## config.mk

```make
export PLATFORM = sky130hd
export DESIGN_NAME = cnn_ctrl_flat
export DESIGN_NICKNAME = d
export VERILOG_FILES = /design/src/rtl/cnn_ctrl_if.sv /design/src/rtl/cnn_ctrl.sv /design/src/flat_wrapper.sv
export SDC_FILE = /design/constraint.sdc
export NUM_CORES = 1
export LEC_CHECK = 0
export ABC_AREA = 1
export CAP_MARGIN = 25
export CORE_MARGIN = 4
export CORE_UTILIZATION = 47
export CTS_CLUSTER_SIZE = 16
export DETAILED_ROUTE_END_ITERATION = 12
export PLACE_DENSITY = 0.73
export RECOVER_POWER = 50
export REMOVE_ABC_BUFFERS = 1
export SLEW_MARGIN = 20
export SYNTH_ARGS = -nofsm -noshare
export SYNTH_HDL_FRONTEND = slang
export SYNTH_SLANG_ARGS = --single-unit
```

## constraint.sdc

```tcl
create_clock -name clk -period 3.9 [get_ports clk]
set_clock_uncertainty 0.2 [all_clocks]
set_input_delay 0.78 -clock clk [delete_from_list [all_inputs] [get_ports clk]]
set_output_delay 0.78 -clock clk [all_outputs]
set_load 0.05 [all_outputs]
```

## src/rtl/cnn_ctrl_if.sv

```systemverilog
// -----------------------------------------------------------------------------
// cnn_ctrl_if
// Bundles the frame-timing controller's configuration/start inputs and its
// timing outputs into one interface.
//   master : drives q_* (configuration + start), observes o_* (timing outputs)
//   slave  : the controller itself; reads q_*, drives o_*
// -----------------------------------------------------------------------------
interface cnn_ctrl_if #(
    parameter int W_SIZE       = 12,
    parameter int W_FRAME_SIZE = 25,
    parameter int W_DELAY      = 12
);
    logic [W_SIZE-1:0]       q_width;
    logic [W_SIZE-1:0]       q_height;
    logic [W_DELAY-1:0]      q_vsync_delay;
    logic [W_DELAY-1:0]      q_hsync_delay;
    logic [W_FRAME_SIZE-1:0] q_frame_size;
    logic                    q_start;

    logic                    o_ctrl_vsync_run;
    logic [W_DELAY-1:0]      o_ctrl_vsync_cnt;
    logic                    o_ctrl_hsync_run;
    logic [W_DELAY-1:0]      o_ctrl_hsync_cnt;
    logic                    o_ctrl_data_run;
    logic [W_SIZE-1:0]       o_row;
    logic [W_SIZE-1:0]       o_col;
    logic [W_FRAME_SIZE-1:0] o_data_count;
    logic                    o_end_frame;

    modport master (
        output q_width, q_height, q_vsync_delay, q_hsync_delay, q_frame_size, q_start,
        input  o_ctrl_vsync_run, o_ctrl_vsync_cnt, o_ctrl_hsync_run, o_ctrl_hsync_cnt,
               o_ctrl_data_run, o_row, o_col, o_data_count, o_end_frame
    );

    modport slave (
        input  q_width, q_height, q_vsync_delay, q_hsync_delay, q_frame_size, q_start,
        output o_ctrl_vsync_run, o_ctrl_vsync_cnt, o_ctrl_hsync_run, o_ctrl_hsync_cnt,
               o_ctrl_data_run, o_row, o_col, o_data_count, o_end_frame
    );
endinterface

```

## src/rtl/cnn_ctrl.sv

```systemverilog
// -----------------------------------------------------------------------------
// cnn_ctrl
// Frame-timing controller for the CNN accelerator datapath. A rising edge on
// q_start (accepted only when idle) runs one frame: a vertical-sync delay, then
// for every line a horizontal-sync delay followed by q_width data cycles.
// Ports:
//   clk  : clock, all state changes on the rising edge
//   rstn : asynchronous reset, active HIGH despite the name (1 = in reset)
//   bus  : cnn_ctrl_if.slave
//          q_width/q_height      frame geometry (>=1)
//          q_vsync_delay         cycles in VSYNC (0 behaves as 1)
//          q_hsync_delay         cycles in HSYNC before each line (0 behaves as 1)
//          q_frame_size          data cycles per frame; may end the frame early
//          q_start               start request level, rising edge used
//          o_ctrl_*_run/_cnt     phase flags and cycle index within the phase
//          o_row/o_col           current line / pixel index
//          o_data_count          linear pixel index within the frame
//          o_end_frame           one-cycle pulse on the last data cycle
// -----------------------------------------------------------------------------
module cnn_ctrl #(
    parameter int W_SIZE       = 12,
    parameter int W_FRAME_SIZE = 25,
    parameter int W_DELAY      = 12
) (
    input logic       clk,
    input logic       rstn,
    cnn_ctrl_if.slave bus
);
    typedef enum logic [1:0] {
        S_IDLE  = 2'd0,
        S_VSYNC = 2'd1,
        S_HSYNC = 2'd2,
        S_DATA  = 2'd3
    } state_t;

    state_t                  state_r;
    logic                    start_d_r;
    logic                    vsync_run_r;
    logic [W_DELAY-1:0]      vsync_cnt_r;
    logic                    hsync_run_r;
    logic [W_DELAY-1:0]      hsync_cnt_r;
    logic                    data_run_r;
    logic [W_SIZE-1:0]       row_r;
    logic [W_SIZE-1:0]       col_r;
    logic [W_FRAME_SIZE-1:0] data_count_r;

    logic                    start_pulse_s;
    logic [W_DELAY-1:0]      vsync_len_s;
    logic [W_DELAY-1:0]      hsync_len_s;
    logic                    vsync_last_s;
    logic                    hsync_last_s;
    logic                    line_last_s;
    logic                    frame_last_s;

    // Phase-end decodes; a zero delay still spends one cycle in its phase.
    always_comb begin
        start_pulse_s = bus.q_start & ~start_d_r;
        vsync_len_s   = (bus.q_vsync_delay == W_DELAY'(0)) ? W_DELAY'(1) : bus.q_vsync_delay;
        hsync_len_s   = (bus.q_hsync_delay == W_DELAY'(0)) ? W_DELAY'(1) : bus.q_hsync_delay;
        vsync_last_s  = (vsync_cnt_r == (vsync_len_s - W_DELAY'(1)));
        hsync_last_s  = (hsync_cnt_r == (hsync_len_s - W_DELAY'(1)));
        line_last_s   = (col_r == (bus.q_width - W_SIZE'(1)));
        // Either the geometric last pixel or an earlier frame-size limit ends the frame.
        frame_last_s  = (state_r == S_DATA) &&
                        (((row_r == (bus.q_height - W_SIZE'(1))) && line_last_s) ||
                         (data_count_r == (bus.q_frame_size - W_FRAME_SIZE'(1))));
    end

    // Start-edge register: tracks the previous q_start level.
    always_ff @(posedge clk or posedge rstn) begin
        if (rstn) begin
            start_d_r <= 1'b0;
        end else begin
            start_d_r <= bus.q_start;
        end
    end

    // Frame sequencer: state, phase flags, delay counters and pixel indices.
    always_ff @(posedge clk or posedge rstn) begin
        if (rstn) begin
            state_r      <= S_IDLE;
            vsync_run_r  <= 1'b0;
            vsync_cnt_r  <= W_DELAY'(0);
            hsync_run_r  <= 1'b0;
            hsync_cnt_r  <= W_DELAY'(0);
            data_run_r   <= 1'b0;
            row_r        <= W_SIZE'(0);
            col_r        <= W_SIZE'(0);
            data_count_r <= W_FRAME_SIZE'(0);
        end else begin
            case (state_r)
                S_IDLE: begin
                    vsync_cnt_r  <= W_DELAY'(0);
                    hsync_run_r  <= 1'b0;
                    hsync_cnt_r  <= W_DELAY'(0);
                    data_run_r   <= 1'b0;
                    row_r        <= W_SIZE'(0);
                    col_r        <= W_SIZE'(0);
                    data_count_r <= W_FRAME_SIZE'(0);
                    if (start_pulse_s) begin
                        state_r     <= S_VSYNC;
                        vsync_run_r <= 1'b1;
                    end else begin
                        vsync_run_r <= 1'b0;
                    end
                end
                S_VSYNC: begin
                    if (vsync_last_s) begin
                        state_r     <= S_HSYNC;
                        vsync_run_r <= 1'b0;
                        vsync_cnt_r <= W_DELAY'(0);
                        hsync_run_r <= 1'b1;
                    end else begin
                        vsync_cnt_r <= vsync_cnt_r + W_DELAY'(1);
                    end
                end
                S_HSYNC: begin
                    if (hsync_last_s) begin
                        state_r     <= S_DATA;
                        hsync_run_r <= 1'b0;
                        hsync_cnt_r <= W_DELAY'(0);
                        data_run_r  <= 1'b1;
                    end else begin
                        hsync_cnt_r <= hsync_cnt_r + W_DELAY'(1);
                    end
                end
                S_DATA: begin
                    if (frame_last_s) begin
                        state_r      <= S_IDLE;
                        data_run_r   <= 1'b0;
                        row_r        <= W_SIZE'(0);
                        col_r        <= W_SIZE'(0);
                        data_count_r <= W_FRAME_SIZE'(0);
                    end else if (line_last_s) begin
                        state_r      <= S_HSYNC;
                        data_run_r   <= 1'b0;
                        hsync_run_r  <= 1'b1;
                        row_r        <= row_r + W_SIZE'(1);
                        col_r        <= W_SIZE'(0);
                        data_count_r <= data_count_r + W_FRAME_SIZE'(1);
                    end else begin
                        col_r        <= col_r + W_SIZE'(1);
                        data_count_r <= data_count_r + W_FRAME_SIZE'(1);
                    end
                end
                default: begin
                    state_r      <= S_IDLE;
                    vsync_run_r  <= 1'b0;
                    vsync_cnt_r  <= W_DELAY'(0);
                    hsync_run_r  <= 1'b0;
                    hsync_cnt_r  <= W_DELAY'(0);
                    data_run_r   <= 1'b0;
                    row_r        <= W_SIZE'(0);
                    col_r        <= W_SIZE'(0);
                    data_count_r <= W_FRAME_SIZE'(0);
                end
            endcase
        end
    end

    assign bus.o_ctrl_vsync_run = vsync_run_r;
    assign bus.o_ctrl_vsync_cnt = vsync_cnt_r;
    assign bus.o_ctrl_hsync_run = hsync_run_r;
    assign bus.o_ctrl_hsync_cnt = hsync_cnt_r;
    assign bus.o_ctrl_data_run  = data_run_r;
    assign bus.o_row            = row_r;
    assign bus.o_col            = col_r;
    assign bus.o_data_count     = data_count_r;
    assign bus.o_end_frame      = frame_last_s;
endmodule

```

## src/flat_wrapper.sv

```systemverilog
// flat-port wrapper written by rule: the top's interface ports become plain ports
module cnn_ctrl_flat 
#(
    parameter int W_SIZE       = 12,
    parameter int W_FRAME_SIZE = 25,
    parameter int W_DELAY      = 12
)
  (clk, rstn, bus_q_width, bus_q_height, bus_q_vsync_delay, bus_q_hsync_delay, bus_q_frame_size, bus_q_start, bus_o_ctrl_vsync_run, bus_o_ctrl_vsync_cnt, bus_o_ctrl_hsync_run, bus_o_ctrl_hsync_cnt, bus_o_ctrl_data_run, bus_o_row, bus_o_col, bus_o_data_count, bus_o_end_frame);
  cnn_ctrl_if #(.W_SIZE(W_SIZE), .W_FRAME_SIZE(W_FRAME_SIZE), .W_DELAY(W_DELAY)) bus_i ();
  input logic clk;
  input logic rstn;
  input wire logic [$bits(bus_i.q_width)-1:0] bus_q_width;
  input wire logic [$bits(bus_i.q_height)-1:0] bus_q_height;
  input wire logic [$bits(bus_i.q_vsync_delay)-1:0] bus_q_vsync_delay;
  input wire logic [$bits(bus_i.q_hsync_delay)-1:0] bus_q_hsync_delay;
  input wire logic [$bits(bus_i.q_frame_size)-1:0] bus_q_frame_size;
  input wire logic [$bits(bus_i.q_start)-1:0] bus_q_start;
  output wire logic [$bits(bus_i.o_ctrl_vsync_run)-1:0] bus_o_ctrl_vsync_run;
  output wire logic [$bits(bus_i.o_ctrl_vsync_cnt)-1:0] bus_o_ctrl_vsync_cnt;
  output wire logic [$bits(bus_i.o_ctrl_hsync_run)-1:0] bus_o_ctrl_hsync_run;
  output wire logic [$bits(bus_i.o_ctrl_hsync_cnt)-1:0] bus_o_ctrl_hsync_cnt;
  output wire logic [$bits(bus_i.o_ctrl_data_run)-1:0] bus_o_ctrl_data_run;
  output wire logic [$bits(bus_i.o_row)-1:0] bus_o_row;
  output wire logic [$bits(bus_i.o_col)-1:0] bus_o_col;
  output wire logic [$bits(bus_i.o_data_count)-1:0] bus_o_data_count;
  output wire logic [$bits(bus_i.o_end_frame)-1:0] bus_o_end_frame;
  assign bus_i.q_width = bus_q_width;
  assign bus_i.q_height = bus_q_height;
  assign bus_i.q_vsync_delay = bus_q_vsync_delay;
  assign bus_i.q_hsync_delay = bus_q_hsync_delay;
  assign bus_i.q_frame_size = bus_q_frame_size;
  assign bus_i.q_start = bus_q_start;
  assign bus_o_ctrl_vsync_run = bus_i.o_ctrl_vsync_run;
  assign bus_o_ctrl_vsync_cnt = bus_i.o_ctrl_vsync_cnt;
  assign bus_o_ctrl_hsync_run = bus_i.o_ctrl_hsync_run;
  assign bus_o_ctrl_hsync_cnt = bus_i.o_ctrl_hsync_cnt;
  assign bus_o_ctrl_data_run = bus_i.o_ctrl_data_run;
  assign bus_o_row = bus_i.o_row;
  assign bus_o_col = bus_i.o_col;
  assign bus_o_data_count = bus_i.o_data_count;
  assign bus_o_end_frame = bus_i.o_end_frame;
  cnn_ctrl #(.W_SIZE(W_SIZE), .W_FRAME_SIZE(W_FRAME_SIZE), .W_DELAY(W_DELAY)) u_core (.clk(clk), .rstn(rstn), .bus(bus_i));
endmodule
```

## After elaboration in Yosys (flattened, before gate mapping)

Cells that the tools add are included.

| cells by class | value |
|---|---|
| $add $sub $neg | 10 |
| eq/ne operators | 14 |
| muxes and demuxes | 32 |
| bitwise operators | 2 |
| reductions and logical operators | 15 |

Operators with widths:

| kind | number |
|---|---|
| $mux 12 | 8 |
| $pmux 12 s2 | 4 |
| $pmux 25 s2 | 1 |
| $add 12x1->12 const B | 4 |
| $eq 12x12->1 | 4 |
| $sub 12x1->12 const B | 4 |
| $add 25x1->25 const B | 1 |
| $eq 25x25->1 | 1 |
| $mux 25 | 1 |
| $sub 25x1->25 const B | 1 |
| $logic_not 12->1 | 2 |
| $mux 2 | 5 |
| $mux 1 | 9 |
| $ne 2x1->1 const B | 4 |
| $pmux 2 s4 | 1 |
| $reduce_and 4->1 | 2 |
| $reduce_bool 2->1 | 3 |
| $eq 2x2->1 const B | 2 |
| $pmux 1 s4 | 1 |
| $reduce_and 2->1 | 2 |
| $ne 3x2->1 const B | 1 |
| $pmux 1 s3 | 1 |
| $reduce_and 3->1 | 1 |
| $reduce_bool 3->1 | 1 |
| other kinds (8) | 9 |

| word-level totals | value |
|---|---|
| register bits after elaboration | 79 |
| output and inout bits | 77 |
| logic and storage cells | 83 |

## Depth between registers and ports, before layout

Gate-level depths: netlist of run 1.

| depth | value |
|---|---|
| depth after elaboration | 7 |
| mapped depth | 21 |
| gate-level depth less buffers | 21 |

## Worst setup path after synthesis of run 1

Ideal clock, no wire load.

| timing path | value |
|---|---|
| kind | input -> output |
| from | input bus_q_frame_size[0] |
| to | output bus_o_end_frame |
| arrival time | 2.615 ns |
| data required time | 2.920 ns |
| setup slack | 0.305 ns |
| stages on the path | 12 |
| buffers on the path | 1 |
| path through | inv_1 > ha_1 > nand2_2 > nor2_8 > nand3_2 > nor3_1 > xor2_1 > nand3_1 > nand2_1 > nand2_2 > buf_6 > inv_1 |

| on the way | value |
|---|---|
| word-level cells in the longest chain between the ends | 4 |

RTL lines:

| element | RTL line | source |
|---|---|---|
| from (decl) | flat_wrapper.sv:16 | `input wire logic [$bits(bus_i.q_frame_size)-1:0] bus_q_frame_size;` |
| $sub 25x1->25 | cnn_ctrl.sv:66 | `(data_count_r == (bus.q_frame_size - W_FRAME_SIZE'(1))));` |
| $eq 25x25->1 | cnn_ctrl.sv:66 |  |
| $logic_or 1x1->1 | cnn_ctrl.sv:65 | `(((row_r == (bus.q_height - W_SIZE'(1))) && line_last_s) \|\|` |
| $logic_and 1x1->1 | cnn_ctrl.sv:64 | `frame_last_s = (state_r == S_DATA) &&` |
| to (decl) | flat_wrapper.sv:26 | `output wire logic [$bits(bus_i.o_end_frame)-1:0] bus_o_end_frame;` |

Every way passes these cells.

## Worst setup path after layout of run 1

| timing path | value |
|---|---|
| from | input bus_q_height[3] |
| to | output bus_o_end_frame |

| on the way | value |
|---|---|
| word-level cells in the longest chain between the ends | 5 |

RTL lines:

| element | RTL line | source |
|---|---|---|
| from (decl) | flat_wrapper.sv:13 | `input wire logic [$bits(bus_i.q_height)-1:0] bus_q_height;` |
| $sub 12x1->12 | cnn_ctrl.sv:65 |  |
| $eq 12x12->1 | cnn_ctrl.sv:65 |  |
| $logic_and 1x1->1 | cnn_ctrl.sv:65 |  |
| $logic_or 1x1->1 | cnn_ctrl.sv:65 |  |
| $logic_and 1x1->1 | cnn_ctrl.sv:64 |  |

Every way passes these cells.

==> results of run 1 <==
==> registers in the layout, indices dropped and copies added (netlist names) <==
name and cells:
u_core.bus.o_data_count 25, u_core.bus.o_col 12, u_core.bus.o_ctrl_hsync_cnt 12, u_core.bus.o_ctrl_vsync_cnt 12, u_core.bus.o_row 12, u_core.state_r 2, u_core.bus.o_ctrl_data_run 1, u_core.bus.o_ctrl_hsync_run 1
u_core.bus.o_ctrl_vsync_run 1, u_core.start_d_r 1
==> path summary, 6_finish.rpt <==
check | cells after the start | end | startpoint | slack, ns
worst max register to register | 8 | u_core.bus.o_col[7] | u_core.state_r[1] | 1.12
min in group asynchronous | 2 | u_core.bus.o_row[10] | rstn | 1.21
max in group asynchronous | 3 | u_core.bus.o_data_count[14] | rstn | 0.68
worst min-delay path | 2 | u_core.bus.o_ctrl_hsync_run | u_core.bus.o_ctrl_hsync_run | 0.27
worst min register to register | 2 | u_core.bus.o_ctrl_hsync_run | u_core.bus.o_ctrl_hsync_run | 0.27
worst max-delay path | 17 | bus_o_end_frame | bus_q_height[3] | 0.14
==> per-layer routing <==
layer / track usage / part of all wire / wire, um / vias to the layer above
met4: 0.0712 / 0.024 / 484 / 0
met3: 0.0359 / 0.046 / 915 / 39
met5: 0 / 0 / 0 / -
met1: 0.303 / 0.47 / 9370 / 3494
li1: - / - / - / 3955
met2: 0.366 / 0.46 / 9330 / 193
==> timing repair <==
action / in CTS / in global routing
endpoints found under the setup margin: 1 / 1
resized for setup: 16 / 45
setup buffers: 5 / 4
gates cloned: 1 / 0
hold endpoints to repair: 0 / 0
pin swaps: 9 / 17
==> cell type report <==
type	instances	area, um^2	area share
multi-input cells	872	4770	0.482
repair buffers	219	2100	0.212
flip-flops and latches	79	1980	0.200
inverters	135	508	0.0514
well taps	188	235	0.0238
clock buffers	9	225	0.0228
clock inverters	7	78.8	0.00797
==> logic make-up (layout without fill, tap and decap cells) <==
logic type / after synthesis / in the layout
AO/OA/AOI/OAI: 71 / 71
XOR/XNOR: 114 / 114
adder cells (fa/ha/maj): 14 / 14
buffers and inverters: 153 / 370
flip-flops: 79 / 79
AND/OR/NAND/NOR: 673 / 673
==> report_power, final <==
group	total, mW	internal [mW]	switching, mW
Clock	0.858	0.504	0.354
Sequential	0.972	0.886	0.0861
Combinational	1.48	0.445	1.03
Total	3.31	1.83	1.47
==> metrics by stage <==
stage	TNS, ns	hold WS, ns	cell area [um^2]	utilization
floorplan	0	0.284	7130	-
global placement	-0.122	0.252	9340	0.616
detailed placement	-0.131	0.257	9340	0.616
CTS	0	0.272	9750	0.644
global route	-0.00632	0.306	9890	0.653
finish	0	0.265	9890	0.653
==> cells in the final DEF, fill, tap and decap left out, drive strengths merged, types with 30 or more instances in the layout <==
cell type	Yosys	routed
dfrtp	79	79
nand3	103	103
xnor2	41	41
clkdlybuf4s50	0	98
nand2	292	292
nor2	180	180
buf	11	67
nor3	30	30
inv	135	137
o21ai	34	34
xor2	72	72
dlygate4sd3	0	39
==> critical path, delay by kind of cell <==
| kind | cells | cell delay [ns] |
|---|---|---|
| buf+inv | 4 | 0.75 |
| simple gates | 13 | 1.24 |
==> flow_summary.ini, run 1 <==
[global_routing]
grt-ovfl-total = 0
grt_pass1_wl_mm = 33.1
grt_pass1_vias = 7142
grt_start_max_net_pins = 47
track_usage = 0.224
antenna_found_initial = 0

[detailed_routing]
antenna_left = 0
wl_per_cell_um = 13.3
wirelength_mm = 20.1
drc = 0
viasPerCell = 5.09
first_pass_iters = 5
first_iter_violations = 408
dr_total_vias = 7681

[setup_path]
worst_path_most_repeated_cell = nand2_1
start_kind = primary input
crit_type = in2out
worst_ep_arrival_time_ns = 2.78
cpPeakStageDelay_ns = 0.47
endpoint_kind = output pin
crit_path_max_fanout = 4
cp_cell_sequence = clkdlybuf4s50_1 -> nor2_1 -> nand2_1 -> nor2_2 -> inv_1 -> nand2_1 -> nand2_1 -> nand2_1 -> nand2_1 -> nor2_1 -> nand3_1 -> nor2_2 -> nand2_2 -> nand2_2 -> nand2_2 -> inv_2 -> buf_12
slowest_stage = clkdlybuf4s50_1
required_ns = 2.92

[logic_synthesis]
syn_inst = 1104
synth_top_family_by_area = simple AND/OR/NAND/NOR gates
synth.top_cells.by_area = dfrtp_1 (27%), nand2_1 (15%), xor2_1 (8.7%)
synth_edf_count = 0
synth_compound_gate_area_share = 0.0582
synth_area_um2 = 7250
synthArstFlopShare = 1.00
ys_ff_latch = 79
synth_top_cells_by_count = nand2_1 (284), nor2_1 (165), inv_1 (132), nand3_1 (100), dfrtp_1 (79)
synth_area_per_cell_um2 = 6.56
yosys_warnings = 0
yosysTopAreaCell = dfrtp_1
synthSimpleGateAreaFrac = 0.419
synthFlopType = dfrtp_1
synthAdderAreaFrac = 0.0242
synth-seq-area-share = 0.273
muxShareOfSynthArea = 0
synthXorXnorAreaFrac = 0.140
synth.distinct_cells = 44
synth_top_area_share = 0.273
synthMostInstantiatedCell = nand2_1

[place]
gp_congestion = 0.931
place_ws_ns = -0.131
place_inst = 1483
port_buffers = 152
place_hpwl_mm = 15.9

[clocking]
numCtsBuffers = 9
cts_tree = done
insertion_delay_ns = 0.34
cts_max_path_buffers = 2
path_clk_slew_ns = 0.06
htree_num_levels = 3
cts_sinks = 79
hold_buffers = 0
cts_root_buf = clkbuf_16

[sta]
setup_viol_count_final = 0
max_freq_mhz = 266
finalCriticalPeriod_ns = 3.76
tightestPinTransition_ns = 2.02
relSlewSlack = -0.351
fin_crit_sh = 0.965
setup_slack_ns = 0.137
drv_slew = 47
hold_violations = 0

[cells_and_area]
area_growth_syn_to_layout_pct = 36.5
n_antenna_cell = 0
n_fill_cell = 1387
nets = 1406
layout.cells.non_filler = 1509
drive_gt1_frac = 0.125

[flow_run]
cap_violations = 1

[status]
violations = max-capacitance violations, max-slew violations
status = complete, but fails checks

[floorplanning]
core_um2 = 15100
dieArea_um2 = 17500
start_util = 0.478
fp.dieH_um = 132
fp-row-count = 45
io_pins = 153
die_x_um = 132

[pwr]
leakage_nw = 4.62
fin_total_pwr_mw = 3.31
power.density_nw_per_um2 = 334
ir_drop_mv = 0.232

[min_path]
hp-class = reg2reg
No activity file was read; power rests on OpenSTA's default activity.
==> run 2, diff against run 1 <==
- CTS_CLUSTER_DIAMETER: unset -> 200
==> results of run 2 <==
No change in the layout: final DEF, timing and power equal those of run 1.
==> run 3, diff against run 2 <==
- CAP_MARGIN: 25 -> unset
==> results of run 3 <==
No change in the layout: final DEF, timing and power equal those of run 1.
